[src/rtl/pipe_lca_accum.sv]
// pipe_lca_accum: pipelined carry-lookahead accumulator (first-order DDSM stage).
// WIDTH bits are split into NSEG = WIDTH/SEG lookahead segments, each with its
// own sum register. The registered carry of segment k feeds segment k+1 one
// enabled cycle later. Input slices are skewed and sum slices are deskewed so
// that o_acc and o_carry belong to the same sample.
// Optional build macro: PIPE_LCA_DITHER_EN adds a 15-bit LFSR (x^15+x^14+1)
// whose bit 0 is injected as the segment-0 carry-in.
module pipe_lca_accum #(
    parameter int WIDTH = 16,
    parameter int SEG   = 4
) (
    input  logic             i_clk,
    input  logic             i_rst,
    input  logic             i_en,
    input  logic [WIDTH-1:0] i_x,
    output logic [WIDTH-1:0] o_acc,
    output logic             o_carry,
    output logic             o_valid
);

    localparam int NSEG = WIDTH / SEG;
    localparam int CW   = (NSEG > 1) ? $clog2(NSEG) : 1;

    // Group carries from generate/propagate, each carry a flat sum of products
    // so all carries of the group resolve in parallel.
    function automatic logic [SEG:0] lca_carry(input logic [SEG-1:0] a,
                                               input logic [SEG-1:0] b,
                                               input logic           cin);
        logic [SEG-1:0] g;
        logic [SEG-1:0] p;
        logic [SEG:0]   c;
        logic           term;
        logic           pp;
        g    = a & b;
        p    = a | b;
        c    = '0;
        c[0] = cin;
        for (int unsigned i = 0; i < SEG; i++) begin
            term = g[i];
            pp   = p[i];
            for (int unsigned j = 0; j < i; j++) begin
                term = term | (pp & g[i-1-j]);
                pp   = pp & p[i-1-j];
            end
            c[i+1] = term | (pp & cin);
        end
        return c;
    endfunction

    logic             dither;
    logic [NSEG-1:0]  cout_w;
    logic [WIDTH-1:0] acc_w;

`ifdef PIPE_LCA_DITHER_EN
    logic [14:0] lfsr_q;

    // Dither LFSR, restarts from its seed on reset and advances per enabled sample.
    always_ff @(posedge i_clk) begin
        if (i_rst) begin
            lfsr_q <= 15'h0001;
        end else if (i_en) begin
            lfsr_q <= {lfsr_q[13:0], lfsr_q[14] ^ lfsr_q[13]};
        end
    end

    assign dither = lfsr_q[0];
`else
    assign dither = 1'b0;
`endif

    for (genvar k = 0; k < NSEG; k++) begin : g_seg
        logic [SEG-1:0] x_k;
        logic [SEG-1:0] sum_q;
        logic [SEG-1:0] sum_d;
        logic           cin_k;
        logic           carry_q;
        logic           carry_d;
        logic [SEG:0]   c_k;

        if (k == 0) begin : g_noskew
            assign x_k   = i_x[SEG-1:0];
            assign cin_k = dither;
        end else begin : g_skew
            logic [SEG-1:0] skew_q [k];

            // Input skew: delay this segment's slice of i_x by k enabled cycles.
            always_ff @(posedge i_clk) begin
                if (i_rst) begin
                    skew_q <= '{default: '0};
                end else if (i_en) begin
                    skew_q[0] <= i_x[k*SEG +: SEG];
                    for (int unsigned j = 1; j < k; j++) begin
                        skew_q[j] <= skew_q[j-1];
                    end
                end
            end

            assign x_k   = skew_q[k-1];
            assign cin_k = cout_w[k-1];
        end

        // Segment adder: lookahead carries, sum = a ^ b ^ carry-in per bit.
        always_comb begin
            c_k     = lca_carry(sum_q, x_k, cin_k);
            sum_d   = sum_q ^ x_k ^ c_k[SEG-1:0];
            carry_d = c_k[SEG];
        end

        // Segment sum and carry-out registers.
        always_ff @(posedge i_clk) begin
            if (i_rst) begin
                sum_q   <= '0;
                carry_q <= 1'b0;
            end else if (i_en) begin
                sum_q   <= sum_d;
                carry_q <= carry_d;
            end
        end

        assign cout_w[k] = carry_q;

        if (k == NSEG - 1) begin : g_nodeskew
            assign acc_w[k*SEG +: SEG] = sum_q;
        end else begin : g_deskew
            localparam int D = NSEG - 1 - k;
            logic [SEG-1:0] dsk_q [D];

            // Output deskew: hold this slice until the top segment catches up.
            always_ff @(posedge i_clk) begin
                if (i_rst) begin
                    dsk_q <= '{default: '0};
                end else if (i_en) begin
                    dsk_q[0] <= sum_q;
                    for (int unsigned j = 1; j < D; j++) begin
                        dsk_q[j] <= dsk_q[j-1];
                    end
                end
            end

            assign acc_w[k*SEG +: SEG] = dsk_q[D-1];
        end
    end

    logic [CW-1:0] fill_q;
    logic          valid_q;

    // Fill counter: valid after NSEG enabled cycles, sticky until reset.
    always_ff @(posedge i_clk) begin
        if (i_rst) begin
            fill_q  <= '0;
            valid_q <= 1'b0;
        end else if (i_en && !valid_q) begin
            if (fill_q == CW'(NSEG - 1)) begin
                valid_q <= 1'b1;
            end else begin
                fill_q <= fill_q + 1'b1;
            end
        end
    end

    assign o_acc   = acc_w;
    assign o_carry = cout_w[NSEG-1];
    assign o_valid = valid_q;

endmodule

[config.mk]
export PLATFORM = sky130hd
export DESIGN_NAME = pipe_lca_accum
export DESIGN_NICKNAME = d
export VERILOG_FILES = /design/src/rtl/pipe_lca_accum.sv
export SDC_FILE = /design/constraint.sdc
export NUM_CORES = 1
export LEC_CHECK = 0
export BUFFER_PORTS_ARGS = -buffer_cell sky130_fd_sc_hd__buf_4
export CAP_MARGIN = 20
export CORE_MARGIN = 2
export CORE_UTILIZATION = 44
export CTS_CLUSTER_DIAMETER = 80
export CTS_CLUSTER_SIZE = 10
export DETAILED_ROUTE_END_ITERATION = 7
export PLACE_DENSITY_LB_ADDON = 0.15
export SLEW_MARGIN = 10
export SYNTH_ARGS = -nofsm -noshare
export SYNTH_HDL_FRONTEND = slang
export SYNTH_SLANG_ARGS = --single-unit
[constraint.sdc]
create_clock -name i_clk -period 1.8 [get_ports i_clk]
set_clock_uncertainty 0.05 [all_clocks]
set_input_delay 0.36 -clock i_clk [delete_from_list [all_inputs] [get_ports i_clk]]
set_output_delay 0.36 -clock i_clk [all_outputs]
set_load 0.02 [all_outputs]
Word level (Yosys, flattened, before mapping). Index checks and enable logic that the tools add are counted.

Flip-flop bits (word level): 71. Input port bits: 19. Output and inout bits: 18. Logic and storage cells: 138.

$add $sub $neg: 1. Eq/ne operators: 1. Bitwise logic cells: 110. Reductions and logical operators: 4.

Operator list (number): $and 1x1->1 (57); $or 1x1->1 (36); $xor 4x4->4 (8); $and 4x4->4 (4); $or 4x4->4 (4); $reduce_and 2->1 (2); $add 2x1->2 const B (1); $eq 2x2->1 const B (1); $logic_and 1x1->1 (1); $logic_not 1->1 (1); $not 1->1 (1).

Logic depth before layout (Yosys ltp). Gate-level depths: netlist of run 1.

Depth in word-level cells: 6. Depth in mapped cells: 6. Mapped depth without buffers: 6.

Worst setup path before layout of run 1. Ideal clock, no wire load.

Kind: reg2reg. From: reg g_seg[3].sum_q[2]. To: reg g_seg[3].sum_q[2]. Library setup time: 0.132 ns. Arrival time: 1.451 ns. Data required time: 1.618 ns. Setup slack: 0.167 ns. Stages on the path, launching flop included: 6. Path buffers: 0. Period minus slack after synthesis: 1.633 ns. Cell sequence: dfxtp_1 inv_1 ha_1 or4_1 nand3_1 a21oi_1.

Cells in the longest elaborated chain, start to end: 2.

RTL lines: start, declared (RTL line 73) `logic [SEG-1:0] sum_q;`; start signal, assigned (RTL line 115) `sum_q <= sum_d;`; $xor 4x4->4 (2 in series) (RTL line 105) `sum_d = sum_q ^ x_k ^ c_k[SEG-1:0];`.

Every way passes these cells. A chain may end at the register's enable or synchronous reset.

Worst setup path after layout of run 1.
From: reg g_seg[2].sum_q[0]. To: reg g_seg[2].sum_q[3].

Cells in the longest elaborated chain, start to end: 5. Elaborated cells on any way between the ends: 8. Classes of those cells: 8 x bitwise.

RTL lines: start, declared (RTL line 73); start signal, assigned (RTL line 115); $and 4x4->4 or $or 4x4->4 (tied branches) (RTL line 34, 35); $and 1x1->1, on equally long branches (RTL line 42, 43); $or 1x1->1 or $and 1x1->1 (tied branches) (RTL line 42, 45); $or 1x1->1 (*) (RTL line 45) `c[i+1] = term | (pp & cin);`; $xor 4x4->4 (*) (RTL line 105).

Every way passes the cells marked *; elsewhere a longest branch is shown, timed or not.

==> qor.log, run 1 <==
[route] detailed-routing iteration count for the pre-antenna-repair pass 4
[cts] maximum clock path buffer count 2
[grt] first-pass GRT wire length 9908 um
[min_path] launch instance of the worst min-delay path i_x[12]
[cts] CTS clk-pin slew, worst paths 0.08 ns
[cells_and_area] area growth from synthesis to final layout 14.65%
[route] aggregate routed wire length 5624 um
[setup_path] cell with the largest stage delay on the worst path sky130_fd_sc_hd__dfxtp_1
[grt] global routing usage on met1 18.40%
[floorplanning] y dimension of the die 93.20 um
[floorplanning] Die Area 8686 um^2
[sta] upper clock frequency limit 620.8 MHz
[power_and_ir_drop] worst vdd ir 0.0003947 V
[cts] clock buffers created by TritonCTS 9
[run_status] outcome completed
[setup_path] delay contributed by the slowest stage of the critical path 0.41 ns
[placed_design] number of buffers inserted by port buffering 36
[cells_and_area] Final Instance Area 4014 um^2
[setup_path] setup slack, reg-to-reg 0.19 ns
[synthesis] average instance area after synthesis 9.946 um^2
[grt] antenna violations before repair 0
[cts] number of buffers inserted to repair setup after CTS 0
[cells_and_area] leading cell type in the layout, fill and taps excluded sky130_fd_sc_hd__dfxtp_1
[synthesis] portion of synthesized cell area occupied by the leading cell type 40.60%
[floorplanning] number of standard-cell rows in the floorplan 32
[sta] final-report max-slew violation count 0
[route] ANT nets after route 0
[run] max-cap violation count 0
[sta] Tightest Pin Transition 0.3851 ns
[min_path] Min-Delay Path Depth 3
[synthesis] post-synthesis instance area 3501 um^2
[placed_design] estimated wirelength of the detail-placed design 3916 um
[cells_and_area] number of nets in the final layout 438
[route] detailed-route wire length per cell 11.57 um
[setup_path] worst flop-to-flop path endpoint g_seg[2].sum_q[3]
[placed_design] Post-DP Area 3809 um^2
[min_path] Min-Delay Endpoint g_seg[3].g_skew.skew_q[8]
[cts] # clock sinks 71
[cells_and_area] n_diodes 0
[grt] pin count of the biggest net entering global routing 35
[setup_path] Arr. time, crit path 1.82 ns
[power_and_ir_drop] total design power 3.378 mW
[synthesis] post-synthesis register bit count 71
[cts] Clk Latency, worst-skew pair 0.34 ns
[cts] CTS Root Buffer Type sky130_fd_sc_hd__clkbuf_8
[setup_path] required time of the critical path 2.01 ns
[floorplanning] Core Area 7727 um^2
[synthesis] fraction of the yosys area taken by sequential cells 40.60%
[floorplanning] effective utilization at floorplan 45.30%
[cts] number of H-tree branching levels 3
[setup_path] Crit. End Element register
[route] via/cell ratio 4.753
[sta] Max transition margin 74.27%
[setup_path] maximum fanout along the worst path 5
[grt] Tot GR Track Use 14.31%
[route] final routed DRC violation total 0
[sta] final worst path period need 1.611 ns
[placed_design] routability congestion estimate from global placement 0.7354
[setup_path] r2r startpoint g_seg[2].sum_q[0]
[grt] met2 capacity usage during global routing 22.77%
[grt] busiest grt layer met2
[synthesis] number of standard cells after synthesis 352
[synthesis] cell types with the largest area share after synthesis sky130_fd_sc_hd__dfxtp_1 (41%), sky130_fd_sc_hd__mux2i_1 (15%), sky130_fd_sc_hd__ha_1 (13%), sky130_fd_sc_hd__nor2_1 (6.8%), sky130_fd_sc_hd__inv_1 (3.8%)
[grt] met3 capacity usage during global routing 4.351%
[cells_and_area] commonest non-fill, non-tap cells in the layout sky130_fd_sc_hd__dfxtp_1 (69), sky130_fd_sc_hd__nor2_1 (63), sky130_fd_sc_hd__mux2i_1 (54)
[setup_path] Worst Path Class, Setup register to register
[setup_path] worst-case reg-to-reg path depth 6
[floorplanning] count of pins on the block boundary 37
[route] DRT iter0 DRCs 61
[synthesis] dominant cell type by area after synthesis sky130_fd_sc_hd__dfxtp_1
[synthesis] yosys warns 0
[sta] setup repair after global routing missed its margin false
[sta] fin crit share 89.49%
[grt] number of global-route vias before repair 2,205
[setup_path] cells along the critical path inv_1 > ha_1 > nor3b_2 > o41ai_2 > xor2_1 > a211oi_1
[sta] tightest hold margin 0.2007 ns
[floorplanning] die boundary width 93.20 um
[cells_and_area] share of post-route cells with drive strength above 1 17.19%
[synthesis] post-synthesis cell type count 28
[sta] setup total negative slack 0 ns
[sta] number of setup violations in the final report 0
[cts] Post-CTS Hold Fix Bufs 0
[power_and_ir_drop] Leakage Power 1.911 nW
[setup_path] element type at the critical path start register
[grt] gr ovfl total 0
[min_path] type of the tightest min-delay check input pin to register
[power_and_ir_drop] power density over cell area 841.5 nW/um^2
[route] vias 2,310
[cts] TritonCTS clock tree built
[synthesis] total nets after synthesis 410
[sta] Final Hold Violating Endpoints 0
## sequential cells by signal, indices dropped and copies added, names as in the netlist
signal / flops
fill_q: 2
g_seg.carry_q: 3
g_seg.g_deskew.dsk_q: 16
g_seg.g_skew.skew_q: 16
g_seg.sum_q: 16
g_seg.x_k: 8
o_acc: 8
o_carry: 1
o_valid: 1
## cell families (layout without fill, tap and decap cells)
| logic type | after synthesis | in the layout | share of synthesized area [%] |
|---|---|---|---|
| and+or+nand+nor | 94 | 94 | 13.12 |
| xor gates and xnor gates | 8 | 8 | 2.002 |
| muxes | 54 | 54 | 15.44 |
| AOI/OAI and AO/OA | 26 | 26 | 6.076 |
| DFF | 71 | 71 | 40.60 |
| buffers and inverters | 60 | 92 | 7.970 |
| adders and majority gates | 39 | 39 | 14.80 |
## layer usage
layer / routed length [um] / vias to the layer above
li1: - / 1201
met1: 2805 / 1074
met2: 2535 / 27
met3: 199 / 8
met4: 83 / 0
met5: 0 / -
## report_power, final
group | switching, mW | internal [mW] | leakage [nW]
combinational | 0.206 | 0.199 | 1.24
sequential | 0.0613 | 1.65 | 0.580
clock | 0.592 | 0.670 | 0.0944
## cells in the mapped netlist
cell                       instances
sky130_fd_sc_hd__o311ai_1          1
sky130_fd_sc_hd__or4b_1            1
sky130_fd_sc_hd__ha_1             35
sky130_fd_sc_hd__a211oi_1          7
sky130_fd_sc_hd__dfxtp_1          71
sky130_fd_sc_hd__nor3b_2           4
sky130_fd_sc_hd__o211a_1           4
sky130_fd_sc_hd__buf_2             7
sky130_fd_sc_hd__o41ai_2           3
sky130_fd_sc_hd__nor2_1           63
sky130_fd_sc_hd__nand2b_1          6
sky130_fd_sc_hd__a21oi_1           4
sky130_fd_sc_hd__nor3_1            1
sky130_fd_sc_hd__o31ai_1           3
sky130_fd_sc_hd__nor3b_1           1
sky130_fd_sc_hd__nand4_1           1
sky130_fd_sc_hd__nor2b_1          11
sky130_fd_sc_hd__mux2i_1          54
sky130_fd_sc_hd__nand3_1           3
sky130_fd_sc_hd__buf_4            12
sky130_fd_sc_hd__fa_1              4
sky130_fd_sc_hd__xnor2_1           5
sky130_fd_sc_hd__xor2_1            3
sky130_fd_sc_hd__buf_1             1
sky130_fd_sc_hd__clkbuf_1          5
sky130_fd_sc_hd__or4_1             3
sky130_fd_sc_hd__o21ai_0           4
sky130_fd_sc_hd__inv_1            35
## worst max-delay path by stage
stage / startpoint / to / depth (start not counted)
2_1_floorplan: g_seg[3].sum_q[2] / g_seg[3].sum_q[2] / 5
3_3_place_gp: i_x[2] / g_seg[0].sum_q[3] / 7
6_report: g_seg[2].sum_q[0] / g_seg[2].sum_q[3] / 6
4_1_cts: g_seg[3].sum_q[0] / g_seg[3].sum_q[3] / 6
3_5_place_dp: i_x[1] / g_seg[0].sum_q[3] / 7
5_1_grt: g_seg[3].sum_q[1] / g_seg[3].sum_q[3] / 6
## final cells by class
class                      instances  area (um^2)
inverter                          35        131.4
multi-input combinational        221         1807
clock buffer                      10        137.6
clock inverter                     5        58.81
timing repair buffer              42        327.8
fill                             739         3714
sequential                        71         1424
tap                              102        127.6
## metrics by stage
| stage | setup WS [ns] | std cells | util, % |
|---|---|---|---|
| floorplan | 0.1667 | 352 | - |
| global placement | 0.1742 | 471 | 49.29 |
| detailed placement | 0.1295 | 471 | 49.29 |
| CTS | 0.1388 | 486 | 51.83 |
| global route | 0.02334 | 486 | 51.94 |
| finish | 0.1892 | 486 | 51.94 |
## critical path: cells and delay by family, from the launching register on
kind	cells	cell delay (ns)
adders and majority gates	1	0.21
and+or+nand+nor	1	0.25
DFF	1	0.41
buffers and inverters	1	0.10
xor gates and xnor gates	1	0.14
AOI/OAI and AO/OA	2	0.36
## timing repair
item | 4_1_cts | 5_1_grt
endpoints found under the setup margin | 0 | 2
resized for setup | 0 | 3
endpoints found under the hold margin | 0 | 0
Power figures use the tool's default switching activity.
==> run 2: changes to the inputs <==
Settings changed: CELL_PAD_IN_SITES_DETAIL_PLACEMENT from default to 1, CELL_PAD_IN_SITES_GLOBAL_PLACEMENT from default to 2, CORE_UTILIZATION 44 to 37.
==> qor.log, run 2 (synthesis gave the netlist of run 1 again) <==
[run_status] outcome completed
[cells_and_area] Final Instance Area 4025 um^2
[sta] number of setup violations in the final report 0
[floorplanning] count of pins on the block boundary 37
[power_and_ir_drop] Net Switching 854.3 uW
[sta] fin crit share 91.59%
[power_and_ir_drop] logic gate share of total power 11.7%
[route] DRT iter0 DRCs 40
[grt] number of global-route vias before repair 2,342
[route] detailed-route wire length per cell 12.74 um
[route] final routed DRC violation total 0
[setup_path] Crit. End Element register
[floorplanning] number of standard-cell rows in the floorplan 35
[route] aggregate routed wire length 6321 um
[placed_design] number of buffers inserted by port buffering 36
[power_and_ir_drop] worst vdd ir 0.0004299 V
[sta] Tightest Pin Transition 0.3843 ns
[cells_and_area] commonest non-fill, non-tap cells in the layout sky130_fd_sc_hd__dfxtp_1 (71), sky130_fd_sc_hd__nor2_1 (63), sky130_fd_sc_hd__mux2i_1 (54)
[route] vias 2,370
[placed_design] estimated wirelength of the detail-placed design 4457 um
[cells_and_area] area growth from synthesis to final layout 14.97%
[setup_path] Arr. time, crit path 1.84 ns
[grt] first-pass GRT wire length 10,900 um
[sta] final worst path period need 1.649 ns
[setup_path] Worst Path Class, Setup register to register
[sta] Final Hold Violating Endpoints 0
[cts] CTS Root Buffer Type sky130_fd_sc_hd__clkbuf_8
[power_and_ir_drop] power density over cell area 864.3 nW/um^2
[sta] setup repair after global routing missed its margin false
[cells_and_area] area used by multi-input combinational logic 1800 um^2
[cells_and_area] number of filler instances in the final layout 1,055
[cells_and_area] n_diodes 0
[power_and_ir_drop] switching share of total power 24.56%
[cts] Clk Latency, worst-skew pair 0.34 ns
[floorplanning] die boundary width 101.3 um
[power_and_ir_drop] P_int 2.625 mW
[cells_and_area] registers with the highest flip-flop counts g_seg.g_deskew.dsk_q (16), g_seg.sum_q (16), g_seg.g_skew.skew_q (16)
[floorplanning] Die Area 10,260 um^2
[grt] pin count of the biggest net entering global routing 42
[route] ANT nets after route 0
[run] max-cap violation count 0
[cts] TritonCTS clock tree built
[setup_path] required time of the critical path 1.99 ns
[cts] CTS clk-pin slew, worst paths 0.08 ns
[cts] # clock sinks 71
[placed_design] Post-DP Area 3812 um^2
[floorplanning] effective utilization at floorplan 38.07%
[grt] antenna violations before repair 0
[cts] number of H-tree branching levels 3
[sta] final-report max-slew violation count 0
[power_and_ir_drop] Leakage Power 1.908 nW
[cts] maximum clock path buffer count 2
[sta] upper clock frequency limit 606.6 MHz
[sta] Max transition margin 74.33%
[cts] clock buffers created by TritonCTS 9
[sta] setup total negative slack 0 ns
[setup_path] element type at the critical path start register
[cells_and_area] number of nets in the final layout 438
[cells_and_area] share of post-route cells with drive strength above 1 16.10%
[power_and_ir_drop] portion of total power attributed to the clock network 39.0%
[cts] Post-CTS Resized 0
[floorplanning] Core Area 9196 um^2
[placed_design] routability congestion estimate from global placement 0.7107
[power_and_ir_drop] share of power burned in registers 49.3%
[cells_and_area] leading cell type in the layout, fill and taps excluded sky130_fd_sc_hd__dfxtp_1
[grt] gr ovfl total 0
[floorplanning] y dimension of the die 101.3 um
[cells_and_area] area taken by flip-flops and latches 1421 um^2
[route] via/cell ratio 4.778
[setup_path] maximum fanout along the worst path 4
[min_path] type of the tightest min-delay check input pin to register
[route] detailed-routing iteration count for the pre-antenna-repair pass 4
[grt] Tot GR Track Use 13.46%
-- run 2: changes by cell type in the layout (fill, tap and decap cells not counted), sizes merged --
cell      before  now
bufinv         1    2
clkbuf        10   12
clkinvlp       2    0
-- run 2: layout make-up --
class	count	share of cell area [%]
clock buffer	12	3.357
clock inverter	4	1.741
inverter	35	3.264
multi-input combinational	221	44.73
sequential	71	35.31
tap	111	3.450
timing repair buffer	42	8.144
-- run 2: worst paths after layout --
| kind | startpoint | to | slack [ns] | cells after the start |
|---|---|---|---|---|
| max | g_seg[0].sum_q[1] | g_seg[0].sum_q[3] | 0.15 | 6 |
| min | i_x[10] | g_seg[2].g_skew.skew_q[6] | 0.20 | 3 |
| max reg2reg | g_seg[0].sum_q[1] | g_seg[0].sum_q[3] | 0.15 | 6 |
| min reg2reg | o_carry | o_carry | 0.44 | 1 |
-- run 2: layer usage --
| metal | up-vias | wire [um] | global-route usage [%] |
|---|---|---|---|
| met4 | 0 | 112 | 5.925 |
| met2 | 26 | 2909 | 21.80 |
| li1 | 1208 | - | - |
| met3 | 9 | 200 | 3.658 |
| met5 | - | 0 | 0 |
| met1 | 1127 | 3098 | 16.79 |
-- run 2: power groups by stage --
stage	combinational (mW)	clock, mW	sequential (mW)
finish	0.406	1.36	1.71
global route	0.463	1.49	1.73
CTS	0.417	1.42	1.72
detailed placement	0.415	0	1.75
global placement	0.405	0	1.75
floorplan	0.302	0	1.74
-- run 2: per-stage QoR --
step | instances | power (mW) | util, % | setup slack [ns] | hold slack, ns
final | 496 | 3.479 | 43.77 | 0.1513 | 0.2049
after floorplan | 352 | 2.042 | - | 0.1667 | 0.4101
after detailed placement | 479 | 2.166 | 41.46 | 0.1197 | 0.4272
after global routing | 496 | 3.681 | 43.77 | 0.007630 | 0.1892
after CTS | 495 | 3.555 | 43.69 | 0.1347 | 0.1830
after global placement | 479 | 2.154 | 41.46 | 0.1649 | 0.4166
-- run 2: worst max-delay path, cell delays in order (launching register included) --
cell and delay (ns):
sky130_fd_sc_hd__dfxtp_1 0.40, sky130_fd_sc_hd__inv_1 0.10, sky130_fd_sc_hd__ha_1 0.20, sky130_fd_sc_hd__nor3b_2 0.16, sky130_fd_sc_hd__nor3_1 0.09, sky130_fd_sc_hd__or4b_1 0.46, sky130_fd_sc_hd__o311ai_1 0.10
-- run 2: what timing repair did --
action | CTS | global route
endpoints found under the setup margin | 0 | 1
setup buffers | 0 | 1
hold buffers | 0 | 0
